[src/rtl/fpu_dest_tracker_if.sv]
// Bundle between the FPU issue/decode logic and the destination-tag tracker.
// master: issue/decode side driving ops and source tags.
// slave : the tracker, which returns ready/hazard, forwarding tags and writeback.
interface fpu_dest_tracker_if #(
    parameter int REG_W = 5
);
    logic             stall;
    logic             flush;
    logic             issue_valid;
    logic [REG_W-1:0] issue_rd;
    logic [1:0]       issue_lat;
    logic             issue_ready;
    logic [REG_W-1:0] rsia;
    logic [REG_W-1:0] rsib;
    logic             raw_hazard;
    logic [REG_W-1:0] rdi_buf_1;
    logic [REG_W-1:0] rdi_buf_2;
    logic [REG_W-1:0] rdi_buf_3;
    logic [REG_W-1:0] rdi_buf_4;
    logic             legal_1;
    logic             legal_2;
    logic             legal_3;
    logic             legal_4;
    logic             wb_en;
    logic [REG_W-1:0] wb_rd;

    modport master (
        output stall, flush, issue_valid, issue_rd, issue_lat, rsia, rsib,
        input  issue_ready, raw_hazard,
        input  rdi_buf_1, rdi_buf_2, rdi_buf_3, rdi_buf_4,
        input  legal_1, legal_2, legal_3, legal_4,
        input  wb_en, wb_rd
    );

    modport slave (
        input  stall, flush, issue_valid, issue_rd, issue_lat, rsia, rsib,
        output issue_ready, raw_hazard,
        output rdi_buf_1, rdi_buf_2, rdi_buf_3, rdi_buf_4,
        output legal_1, legal_2, legal_3, legal_4,
        output wb_en, wb_rd
    );
endinterface

[src/rtl/fpu_dest_tracker.sv]
// Destination-tag tracker for a fixed 4-stage FPU result pipeline.
// Each stage holds {valid, rd, cnt}; an entry is forwardable once cnt reaches 0.
// Produces forwarding tags, RAW hazard for decode and the register-file write port.
// Optional macro FPU_WAW_CHECK_EN: refuse issue while an unfinished entry targets
// the same destination, so results can never overwrite each other out of order.
module fpu_dest_tracker #(
    parameter int REG_W       = 5,
    parameter int FLUSH_DEPTH = 2
) (
    input  logic                clk,
    input  logic                rstn,
    fpu_dest_tracker_if.slave   bus
);
    // Index 0 is stage 1 (youngest), index 3 is stage 4 (retiring).
    logic [3:0]       v_q, v_d;
    logic [REG_W-1:0] rd_q  [4];
    logic [REG_W-1:0] rd_d  [4];
    logic [1:0]       cnt_q [4];
    logic [1:0]       cnt_d [4];

    // kill_mask[n] is set when 1-based stage n is cleared by a flush; bit 0 is the issue slot.
    logic [4:0]       kill_mask;
    logic             shift;
    logic             accept;
    logic             waw_block;
    logic             haz_a, haz_b;

    function automatic logic [1:0] dec_sat(input logic [1:0] c);
        return (c == 2'd0) ? 2'd0 : c - 2'd1;
    endfunction

    assign kill_mask[0] = 1'b0;
    generate
        for (genvar gi = 1; gi <= 4; gi++) begin : g_kill
            assign kill_mask[gi] = (gi <= FLUSH_DEPTH);
        end
    endgenerate

    assign shift  = ~bus.stall;
    assign accept = bus.issue_valid & bus.issue_ready;

`ifdef FPU_WAW_CHECK_EN
    // Block issue while any unfinished entry will still write the same register.
    always_comb begin
        waw_block = 1'b0;
        for (int k = 0; k < 4; k++) begin
            if (v_q[k] && (cnt_q[k] != 2'd0) && (rd_q[k] == bus.issue_rd)) begin
                waw_block = 1'b1;
            end
        end
    end
`else
    assign waw_block = 1'b0;
`endif

    assign bus.issue_ready = ~bus.stall & ~bus.flush & ~waw_block;

    // Next state: hold or shift, countdown always runs, flush clears the young stages.
    always_comb begin
        for (int k = 0; k < 4; k++) begin
            v_d[k]   = v_q[k] & ~(bus.flush & kill_mask[k+1]);
            rd_d[k]  = rd_q[k];
            cnt_d[k] = dec_sat(cnt_q[k]);
        end
        if (shift) begin
            v_d[0]   = accept;
            rd_d[0]  = bus.issue_rd;
            cnt_d[0] = bus.issue_lat;
            for (int k = 1; k < 4; k++) begin
                v_d[k]   = v_q[k-1] & ~(bus.flush & kill_mask[k]);
                rd_d[k]  = rd_q[k-1];
                cnt_d[k] = dec_sat(cnt_q[k-1]);
            end
        end
        // Invalid slots are kept at zero so the tag outputs stay clean.
        for (int k = 0; k < 4; k++) begin
            if (!v_d[k]) begin
                rd_d[k]  = '0;
                cnt_d[k] = 2'd0;
            end
        end
    end

    // Stage registers; reset discards every in-flight entry.
    always_ff @(posedge clk or negedge rstn) begin
        if (!rstn) begin
            v_q <= 4'b0000;
            for (int k = 0; k < 4; k++) begin
                rd_q[k]  <= '0;
                cnt_q[k] <= 2'd0;
            end
        end else begin
            v_q <= v_d;
            for (int k = 0; k < 4; k++) begin
                rd_q[k]  <= rd_d[k];
                cnt_q[k] <= cnt_d[k];
            end
        end
    end

    // Youngest valid match per source decides; a ready young match shadows older ones.
    always_comb begin
        logic found_a, found_b;
        found_a = 1'b0;
        found_b = 1'b0;
        haz_a   = 1'b0;
        haz_b   = 1'b0;
        for (int k = 0; k < 4; k++) begin
            if (!found_a && v_q[k] && (rd_q[k] == bus.rsia)) begin
                found_a = 1'b1;
                haz_a   = (cnt_q[k] != 2'd0);
            end
            if (!found_b && v_q[k] && (rd_q[k] == bus.rsib)) begin
                found_b = 1'b1;
                haz_b   = (cnt_q[k] != 2'd0);
            end
        end
    end

    assign bus.raw_hazard = haz_a | haz_b;

    assign bus.rdi_buf_1 = rd_q[0];
    assign bus.rdi_buf_2 = rd_q[1];
    assign bus.rdi_buf_3 = rd_q[2];
    assign bus.rdi_buf_4 = rd_q[3];
    assign bus.legal_1   = v_q[0] & (cnt_q[0] == 2'd0);
    assign bus.legal_2   = v_q[1] & (cnt_q[1] == 2'd0);
    assign bus.legal_3   = v_q[2] & (cnt_q[2] == 2'd0);
    assign bus.legal_4   = v_q[3] & (cnt_q[3] == 2'd0);
    assign bus.wb_en     = v_q[3] & ~bus.stall;
    assign bus.wb_rd     = rd_q[3];
endmodule

[src/flat_wrapper.sv]
// flat-port wrapper written by rule: the top's interface ports become plain ports
module fpu_dest_tracker_flat 
#(
    parameter int REG_W       = 5,
    parameter int FLUSH_DEPTH = 2
)
  (clk, rstn, bus_stall, bus_flush, bus_issue_valid, bus_issue_rd, bus_issue_lat, bus_rsia, bus_rsib, bus_issue_ready, bus_raw_hazard, bus_rdi_buf_1, bus_rdi_buf_2, bus_rdi_buf_3, bus_rdi_buf_4, bus_legal_1, bus_legal_2, bus_legal_3, bus_legal_4, bus_wb_en, bus_wb_rd);
  fpu_dest_tracker_if #(.REG_W(REG_W)) bus_i ();
  input  logic clk;
  input  logic rstn;
  input wire logic [$bits(bus_i.stall)-1:0] bus_stall;
  input wire logic [$bits(bus_i.flush)-1:0] bus_flush;
  input wire logic [$bits(bus_i.issue_valid)-1:0] bus_issue_valid;
  input wire logic [$bits(bus_i.issue_rd)-1:0] bus_issue_rd;
  input wire logic [$bits(bus_i.issue_lat)-1:0] bus_issue_lat;
  input wire logic [$bits(bus_i.rsia)-1:0] bus_rsia;
  input wire logic [$bits(bus_i.rsib)-1:0] bus_rsib;
  output wire logic [$bits(bus_i.issue_ready)-1:0] bus_issue_ready;
  output wire logic [$bits(bus_i.raw_hazard)-1:0] bus_raw_hazard;
  output wire logic [$bits(bus_i.rdi_buf_1)-1:0] bus_rdi_buf_1;
  output wire logic [$bits(bus_i.rdi_buf_2)-1:0] bus_rdi_buf_2;
  output wire logic [$bits(bus_i.rdi_buf_3)-1:0] bus_rdi_buf_3;
  output wire logic [$bits(bus_i.rdi_buf_4)-1:0] bus_rdi_buf_4;
  output wire logic [$bits(bus_i.legal_1)-1:0] bus_legal_1;
  output wire logic [$bits(bus_i.legal_2)-1:0] bus_legal_2;
  output wire logic [$bits(bus_i.legal_3)-1:0] bus_legal_3;
  output wire logic [$bits(bus_i.legal_4)-1:0] bus_legal_4;
  output wire logic [$bits(bus_i.wb_en)-1:0] bus_wb_en;
  output wire logic [$bits(bus_i.wb_rd)-1:0] bus_wb_rd;
  assign bus_i.stall = bus_stall;
  assign bus_i.flush = bus_flush;
  assign bus_i.issue_valid = bus_issue_valid;
  assign bus_i.issue_rd = bus_issue_rd;
  assign bus_i.issue_lat = bus_issue_lat;
  assign bus_i.rsia = bus_rsia;
  assign bus_i.rsib = bus_rsib;
  assign bus_issue_ready = bus_i.issue_ready;
  assign bus_raw_hazard = bus_i.raw_hazard;
  assign bus_rdi_buf_1 = bus_i.rdi_buf_1;
  assign bus_rdi_buf_2 = bus_i.rdi_buf_2;
  assign bus_rdi_buf_3 = bus_i.rdi_buf_3;
  assign bus_rdi_buf_4 = bus_i.rdi_buf_4;
  assign bus_legal_1 = bus_i.legal_1;
  assign bus_legal_2 = bus_i.legal_2;
  assign bus_legal_3 = bus_i.legal_3;
  assign bus_legal_4 = bus_i.legal_4;
  assign bus_wb_en = bus_i.wb_en;
  assign bus_wb_rd = bus_i.wb_rd;
  fpu_dest_tracker #(.REG_W(REG_W), .FLUSH_DEPTH(FLUSH_DEPTH)) u_core (.clk(clk), .rstn(rstn), .bus(bus_i));
endmodule
[config.mk]
export PLATFORM = sky130hd
export DESIGN_NAME = fpu_dest_tracker_flat
export DESIGN_NICKNAME = d
export VERILOG_FILES = /design/src/rtl/fpu_dest_tracker_if.sv /design/src/rtl/fpu_dest_tracker.sv /design/src/flat_wrapper.sv
export SDC_FILE = /design/constraint.sdc
export NUM_CORES = 1
export LEC_CHECK = 0
export BUFFER_PORTS_ARGS = -buffer_cell sky130_fd_sc_hd__buf_2
export CORE_ASPECT_RATIO = 0.7
export CORE_MARGIN = 2
export CORE_UTILIZATION = 45
export DETAILED_ROUTE_END_ITERATION = 16
export HOLD_SLACK_MARGIN = 0.15
export PLACE_DENSITY = 0.79
export SKIP_LAST_GASP = 1
export SLEW_MARGIN = 25
export SYNTH_ARGS = -nofsm -noshare
export SYNTH_HDL_FRONTEND = slang
export SYNTH_SLANG_ARGS = --single-unit
export TNS_END_PERCENT = 50
[constraint.sdc]
create_clock -name clk -period 1.7 [get_ports clk]
set_clock_uncertainty 0.05 [all_clocks]
set_input_delay 0 -clock clk [delete_from_list [all_inputs] [get_ports clk]]
set_output_delay 0 -clock clk [all_outputs]
set_load 0.01 [all_outputs]
Word level (Yosys, flattened, before mapping)
Cells that the tools add are included.
{ "word_totals": {"mem_bits_rw": 0, "word_cells": 94, "out_inout_bits": 32, "ff_bits": 32, "inputBits": 22, "latchBits": 0, "mem_count": 0, "romBits": 0} }
{ "classes": {"n_div": 0, "n_eq_ne": 12, "add_sub_neg": 4, "multipliers": 0, "n_bitwise": 12, "n_shift": 0, "n_mux": 29, "n_lt_le_gt_ge": 0, "n_reduce_logical": 28} }
{ "ops": {"columns": ["operator", "n"], "rows": [
  ["$eq 5x5->1", 8],
  ["$mux 20", 1],
  ["$mux 5", 4],
  ["$mux 2", 8],
  ["$logic_and 1x1->1", 14],
  ["$mux 1", 14],
  ["$and 1x1->1", 9],
  ["$logic_not 2->1", 4],
  ["$mux 8", 1],
  ["$ne 2x2->1 const B", 4],
  ["$reduce_bool 2->1", 4],
  ["$sub 2x1->2 const B", 4],
  ["$logic_not 1->1", 6],
  ["$mux 4", 1],
  ["$not 1->1", 2],
  ["$or 1x1->1", 1]
]} }

Longest topological paths before layout
{ "depth": {"word_depth": 16, "ltp_mapped": 6, "depth_no_buf": 6} }

Least setup slack after synthesis
Ideal clock, no wire load.
{ "synth_path": {"path_kind": "register to output", "from": "reg u_core.rd_q (netlist bit u_core.bus.rdi_buf_2[0])", "to": "out bus_raw_hazard", "path_slack_ns": 0.145, "path_stages_with_launch": 7, "required_time_ns": 1.650, "t_arrival_ns": 1.505, "path_cell_list": "dfrtp_1 > xor2_1 > nor4_1 > and3_1 > a41oi_1 > a22o_1 > o211ai_2"} }
{ "synth_via": {"elab_chain_len": 12, "elab_cells_between_ends": 27, "classes_between": "eq/ne (2); mux (10); bitwise (1); reduce/logical (14)"} }
{ "synth_rtl": {"columns": ["item", "line_no", "rtl"], "rows": [
  ["from (decl)", "fpu_dest_tracker.sv:16", "logic [REG_W-1:0] rd_q [4];"],
  ["from (signal, indexed assignment)", "fpu_dest_tracker.sv:95", "rd_q[k] <= rd_d[k];"],
  ["$eq 5x5->1 (on tied branches)", "fpu_dest_tracker.sv:109, fpu_dest_tracker.sv:113", null],
  ["$logic_and 1x1->1 (on tied branches)", "fpu_dest_tracker.sv:109, fpu_dest_tracker.sv:113", null],
  ["$mux 1 (on tied branches)", "fpu_dest_tracker.sv:109, fpu_dest_tracker.sv:113", null],
  ["$logic_not 1->1 (on tied branches)", "fpu_dest_tracker.sv:109, fpu_dest_tracker.sv:113", null],
  ["$logic_and 1x1->1 (on tied branches) (2 in a row)", "fpu_dest_tracker.sv:109, fpu_dest_tracker.sv:113", null],
  ["$mux 1 (on tied branches)", "fpu_dest_tracker.sv:109, fpu_dest_tracker.sv:113", null],
  ["$logic_not 1->1 (on tied branches)", "fpu_dest_tracker.sv:109, fpu_dest_tracker.sv:113", null],
  ["$logic_and 1x1->1 (on tied branches) (2 in a row)", "fpu_dest_tracker.sv:109, fpu_dest_tracker.sv:113", null],
  ["$mux 1 (on tied branches)", "fpu_dest_tracker.sv:109, fpu_dest_tracker.sv:113", null],
  ["$or 1x1->1 (*)", "fpu_dest_tracker.sv:120", "assign bus.raw_hazard = haz_a | haz_b;"],
  ["to (decl)", "flat_wrapper.sv:19", "output wire logic [$bits(bus_i.raw_hazard)-1:0] bus_raw_hazard;"]
]} }
Every way passes the cells marked *; elsewhere a longest branch is shown, timed or not.

Worst setup path in the final report
{ "layout_path": {"from": "reg u_core.rd_q (netlist bit u_core.bus.rdi_buf_1[2])", "to": "out bus_raw_hazard"} }
{ "layout_via": {"elab_chain_len": 16, "elab_cells_between_ends": 37, "classes_between": "eq/ne (2); mux (14); bitwise (1); reduce/logical (20)"} }
{ "layout_rtl": {"columns": ["item", "line_no"], "rows": [
  ["$eq 5x5->1 (on tied branches)", "fpu_dest_tracker.sv:109, fpu_dest_tracker.sv:113"],
  ["$logic_and 1x1->1 (on tied branches)", "fpu_dest_tracker.sv:109, fpu_dest_tracker.sv:113"],
  ["$mux 1 (on tied branches)", "fpu_dest_tracker.sv:109, fpu_dest_tracker.sv:113"],
  ["$logic_not 1->1 (on tied branches)", "fpu_dest_tracker.sv:109, fpu_dest_tracker.sv:113"],
  ["$logic_and 1x1->1 (on tied branches) (2 in a row)", "fpu_dest_tracker.sv:109, fpu_dest_tracker.sv:113"],
  ["$mux 1 (on tied branches)", "fpu_dest_tracker.sv:109, fpu_dest_tracker.sv:113"],
  ["$logic_not 1->1 (on tied branches)", "fpu_dest_tracker.sv:109, fpu_dest_tracker.sv:113"],
  ["$logic_and 1x1->1 (on tied branches) (2 in a row)", "fpu_dest_tracker.sv:109, fpu_dest_tracker.sv:113"],
  ["$mux 1 (on tied branches)", "fpu_dest_tracker.sv:109, fpu_dest_tracker.sv:113"],
  ["$logic_not 1->1 (on tied branches)", "fpu_dest_tracker.sv:109, fpu_dest_tracker.sv:113"],
  ["$logic_and 1x1->1 (on tied branches) (2 in a row)", "fpu_dest_tracker.sv:109, fpu_dest_tracker.sv:113"],
  ["$mux 1 (on tied branches)", "fpu_dest_tracker.sv:109, fpu_dest_tracker.sv:113"],
  ["$or 1x1->1 (*)", "fpu_dest_tracker.sv:120"]
]} }
Marks and branches as above.

==> metrics.csv <==
stage,metric,value,unit
status,outcome,"complete, but fails checks",
status,failing checks,negative setup slack,
logic_synthesis,Syn Inst Count,196,
critical_path,FF-to-FF Start,u_core.v_q[0],
drt,Pre-Repair DR Iteration Count,4,
cts,H-tree level count,2,
pwr,Leak,1.33,nW
drt,Iter 0 DRT Violations,227,
place,Area after DPL,2270,um2
global_route,pin count of the biggest net entering global routing,33,
pwr,P_sw,0.424,mW
critical_path,"Arr. time, crit path",1.94,ns
worst_hold_path,worst min-delay path category,input pin to register,
pwr,P_int,1.29,mW
die,Core ar.,3970,um2
pwr,Peak VDD IR,0.354,mV
timing,Final Hold Vio Count,0,
finish,nets,298,
cts,root buffer cell,clkbuf_8,
drt,post-DR vias/cell,5.70,
logic_synthesis,Async SR Flop Fraction,100,%
timing,Final Critical Period,1.99,ns
place,DP Worst Slack,-0.0186,ns
finish,fin area,2570,um2
die,full die area,4750,um2
timing,Final Setup Violations,1,
pwr,sw frac,24.7,%
logic_synthesis,yosys warns,0,
critical_path,Critical-path top delay cell,dfrtp_1,
die,Chip Height,58.2,um
critical_path,critical path's top delay family,simple AND/OR/NAND/NOR gates,
place,I/O Buffers,53,
cts,CTS tree,done,
cts,Longest Clk Path Bufs,2,
critical_path,CP Data Required Time,1.65,ns
run,maxcap violations,0,
critical_path,endpoint class of the critical path,output pin,
logic_synthesis,Post-Syn Area,1890,um2
pwr,Final Power,1.72,mW
drt,routed wire length,5650,um
drt,Vias,1874,
logic_synthesis,top_reg_cell synth,dfrtp_1,
critical_path,CP peak stage delay,0.46,ns
timing,Tightest Pin Transition,0.724,ns
critical_path,worst path bufs/invs,1,
finish,Fillers,318,
logic_synthesis,Seq cells post-synth,32,
critical_path,crit-path cells,xor2_1 -> nor4_1 -> and3_1 -> o22ai_1 -> o31a_1 -> o211ai_2 -> buf_2,
timing,unrepaired setup endpoints after global routing,true,
timing,worst relative slew slack,51.7,%
timing,Slew Limit Fails,0,
die,cell row count,19,
global_route,initial antenna violation count,0,
global_route,first-pass GRT wire length,8820,um
timing,Max Freq,501,MHz
logic_synthesis,Mapped Nets,218,
logic_synthesis,Synth Area per Inst,9.65,um2
cts,CTS buffer count,5,
logic_synthesis,Synth cell types,33,
critical_path,CP startpoint kind,register,
critical_path,Crit Path Category,register to output pin,
place,HPWL after DPL,3910,um
critical_path,crit path from,u_core.bus.rdi_buf_1[2],
die,initial core utilization,47.7,%
worst_hold_path,worst hold start,bus_stall,
logic_synthesis,Post-synth EDFFs,0,
finish,area delta synth->final,36.0,%
die,I/O pin count,54,
drt,drt wl/cell,17.2,um
pwr,Reg power frac,45.5,%
cts,total clock sinks,32,
critical_path,CP Max Fanout,5,
finish,Ant. Diodes,0,
drt,Routed Antenna Nets,0,
drt,DRC Markers,0,
cts,Clock transition at path regs,0.06,ns
pwr,Comb pwr share,12.4,%
global_route,vias in the first global route,1746,
pwr,Clock power frac,42.1,%
finish,fraction of layout cells with a size suffix above 1,30.3,%
timing,worst setup margin,-0.294,ns
logic_synthesis,"Seq/Total Area, Yosys",42.3,%
global_route,total track usage,25.3,%
cts,Worst-Skew Late Latency,0.29,ns
die,die width,81.5,um
pwr,PD cells,668,nW/um2
global_route,total global routing overflow,0,
place,gpl congestion,0.927,
timing,final worst-path cycle share,117,%
-- path summary, 6_finish.rpt --
check / to / cells past startpoint / slack, ns
max: bus_raw_hazard / 7 / -0.29
min: u_core.bus.rdi_buf_2[2] / 4 / 0.18
max reg2reg: u_core.bus.rdi_buf_1[1] / 4 / 0.05
min reg2reg: u_core.cnt_q[0] / 1 / 0.45
max in group asynchronous: u_core.bus.rdi_buf_4[2] / 2 / 0.89
min in group asynchronous: u_core.cnt_q[0] / 2 / 0.24
-- per-layer routing --
| layer | vias up | global-route usage [%] | wire (um) |
|---|---|---|---|
| met1 | 900 | 35.1 | 2420 |
| li1 | 850 | - | - |
| met3 | 15 | 5.14 | 497 |
| met5 | - | 0 | 0 |
| met2 | 109 | 38.8 | 2620 |
| met4 | 0 | 10.2 | 104 |
-- layout by cell type (no fill, tap or decap) --
cell | synthesis | layout
a32o_1 | 5 | 5
o31a_1 | 1 | 1
a22o_1 | 6 | 6
nand2_1 | 9 | 9
nor2b_1 | 3 | 3
nor4_4 | 1 | 1
nor4_1 | 6 | 5
a21oi_1 | 10 | 10
buf_4 | 5 | 16
and3_1 | 4 | 4
a31oi_1 | 3 | 3
nand3_1 | 20 | 20
o211ai_1 | 1 | 1
xor2_2 | 0 | 2
nor3b_1 | 3 | 3
nor2_1 | 12 | 12
nor4_2 | 1 | 2
clkinv_2 | 0 | 1
o211ai_2 | 1 | 1
dfrtp_1 | 32 | 32
a32oi_1 | 5 | 5
a41oi_1 | 1 | 1
o21ai_0 | 2 | 2
buf_2 | 1 | 53
clkinv_1 | 1 | 1
xnor2_1 | 10 | 10
clkbuf_1 | 7 | 1
nand4_1 | 1 | 1
bufinv_16 | 0 | 1
clkbuf_8 | 0 | 5
or2_2 | 2 | 2
xor2_1 | 30 | 28
and2_1 | 2 | 2
a21o_1 | 2 | 2
o22ai_1 | 2 | 2
inv_1 | 6 | 6
nand3b_1 | 1 | 1
dlygate4sd3_1 | 0 | 17
-- cell usage after synthesis, types with 3 or more instances --
cell	n	area (um2)
nor2b_1	3	18.8
a32oi_1	5	43.8
nor3b_1	3	22.5
a31oi_1	3	18.8
dfrtp_1	32	801
and3_1	4	25.0
xor2_1	30	263
nand3_1	20	100
buf_4	5	37.5
a22o_1	6	52.6
nand2_1	9	33.8
a32o_1	5	50.1
nor4_1	6	37.5
inv_1	6	22.5
nor2_1	12	45.0
a21oi_1	10	50.1
xnor2_1	10	87.6
clkbuf_1	7	26.3
-- stage by stage --
stage | hold slack (ns) | util, % | cells | TNS, ns
2_1_floorplan | -0.346 | - | 196 | 0
3_3_place_gp | 0.0361 | 57.1 | 303 | 0
3_5_place_dp | 0.0399 | 57.1 | 303 | -0.0186
4_1_cts | 0.168 | 64.8 | 329 | -0.309
5_1_grt | 0.200 | 64.8 | 329 | -0.430
6_report | 0.184 | 64.8 | 329 | -0.294
-- layout make-up --
type,instances,area (um2),area share [%]
clock buffers,6,72.6,2.82
clock inverters,2,35.0,1.36
inverters,7,26.3,1.02
multi-input cells,144,1020,39.5
flip-flops and latches,32,801,31.1
well taps,52,65.1,2.53
repair buffers,86,556,21.6
-- state kept, by name, summed over array words and instances (netlist names) --
signal                flops
u_core.v_q                4
u_core.bus.rdi_buf_2      5
u_core.bus.rdi_buf_4      5
u_core.bus.rdi_buf_1      5
u_core.bus.rdi_buf_3      5
u_core.cnt_q              8
-- worst reg2reg max path, cell delays in order (launching register included) --
cell	delay, ns
dfrtp_1	0.43
buf_4	0.20
a32oi_1	0.24
nor2_1	0.06
dlygate4sd3_1	0.55
-- logic make-up (layout without fill, tap and decap cells) --
| group | Yosys count | after routing | share of synthesized area (%) |
|---|---|---|---|
| AND/OR/NAND/NOR | 65 | 65 | 18.8 |
| XOR/XNOR | 40 | 40 | 18.5 |
| AO/OA/AOI/OAI | 39 | 39 | 15.3 |
| flip-flops | 32 | 32 | 42.3 |
| buffers and inverters | 20 | 101 | 5.03 |
-- power groups by stage --
stage	combinational (mW)	sequential (mW)	clock (mW)
after floorplan	0.0885	0.794	0
after global placement	0.174	0.795	0
after detailed placement	0.179	0.796	0
after CTS	0.208	0.781	0.732
after global routing	0.230	0.782	0.768
final	0.213	0.782	0.723
-- what timing repair did --
item | CTS | global route
setup endpoints to repair | 1 | 2
hold buffers | 17 | 0
endpoints found under the hold margin | 46 | 0
gates resized for setup | 3 | 0
setup buffers | 1 | 0
pin swaps | 5 | 0
(Power assumes the default switching activity.)
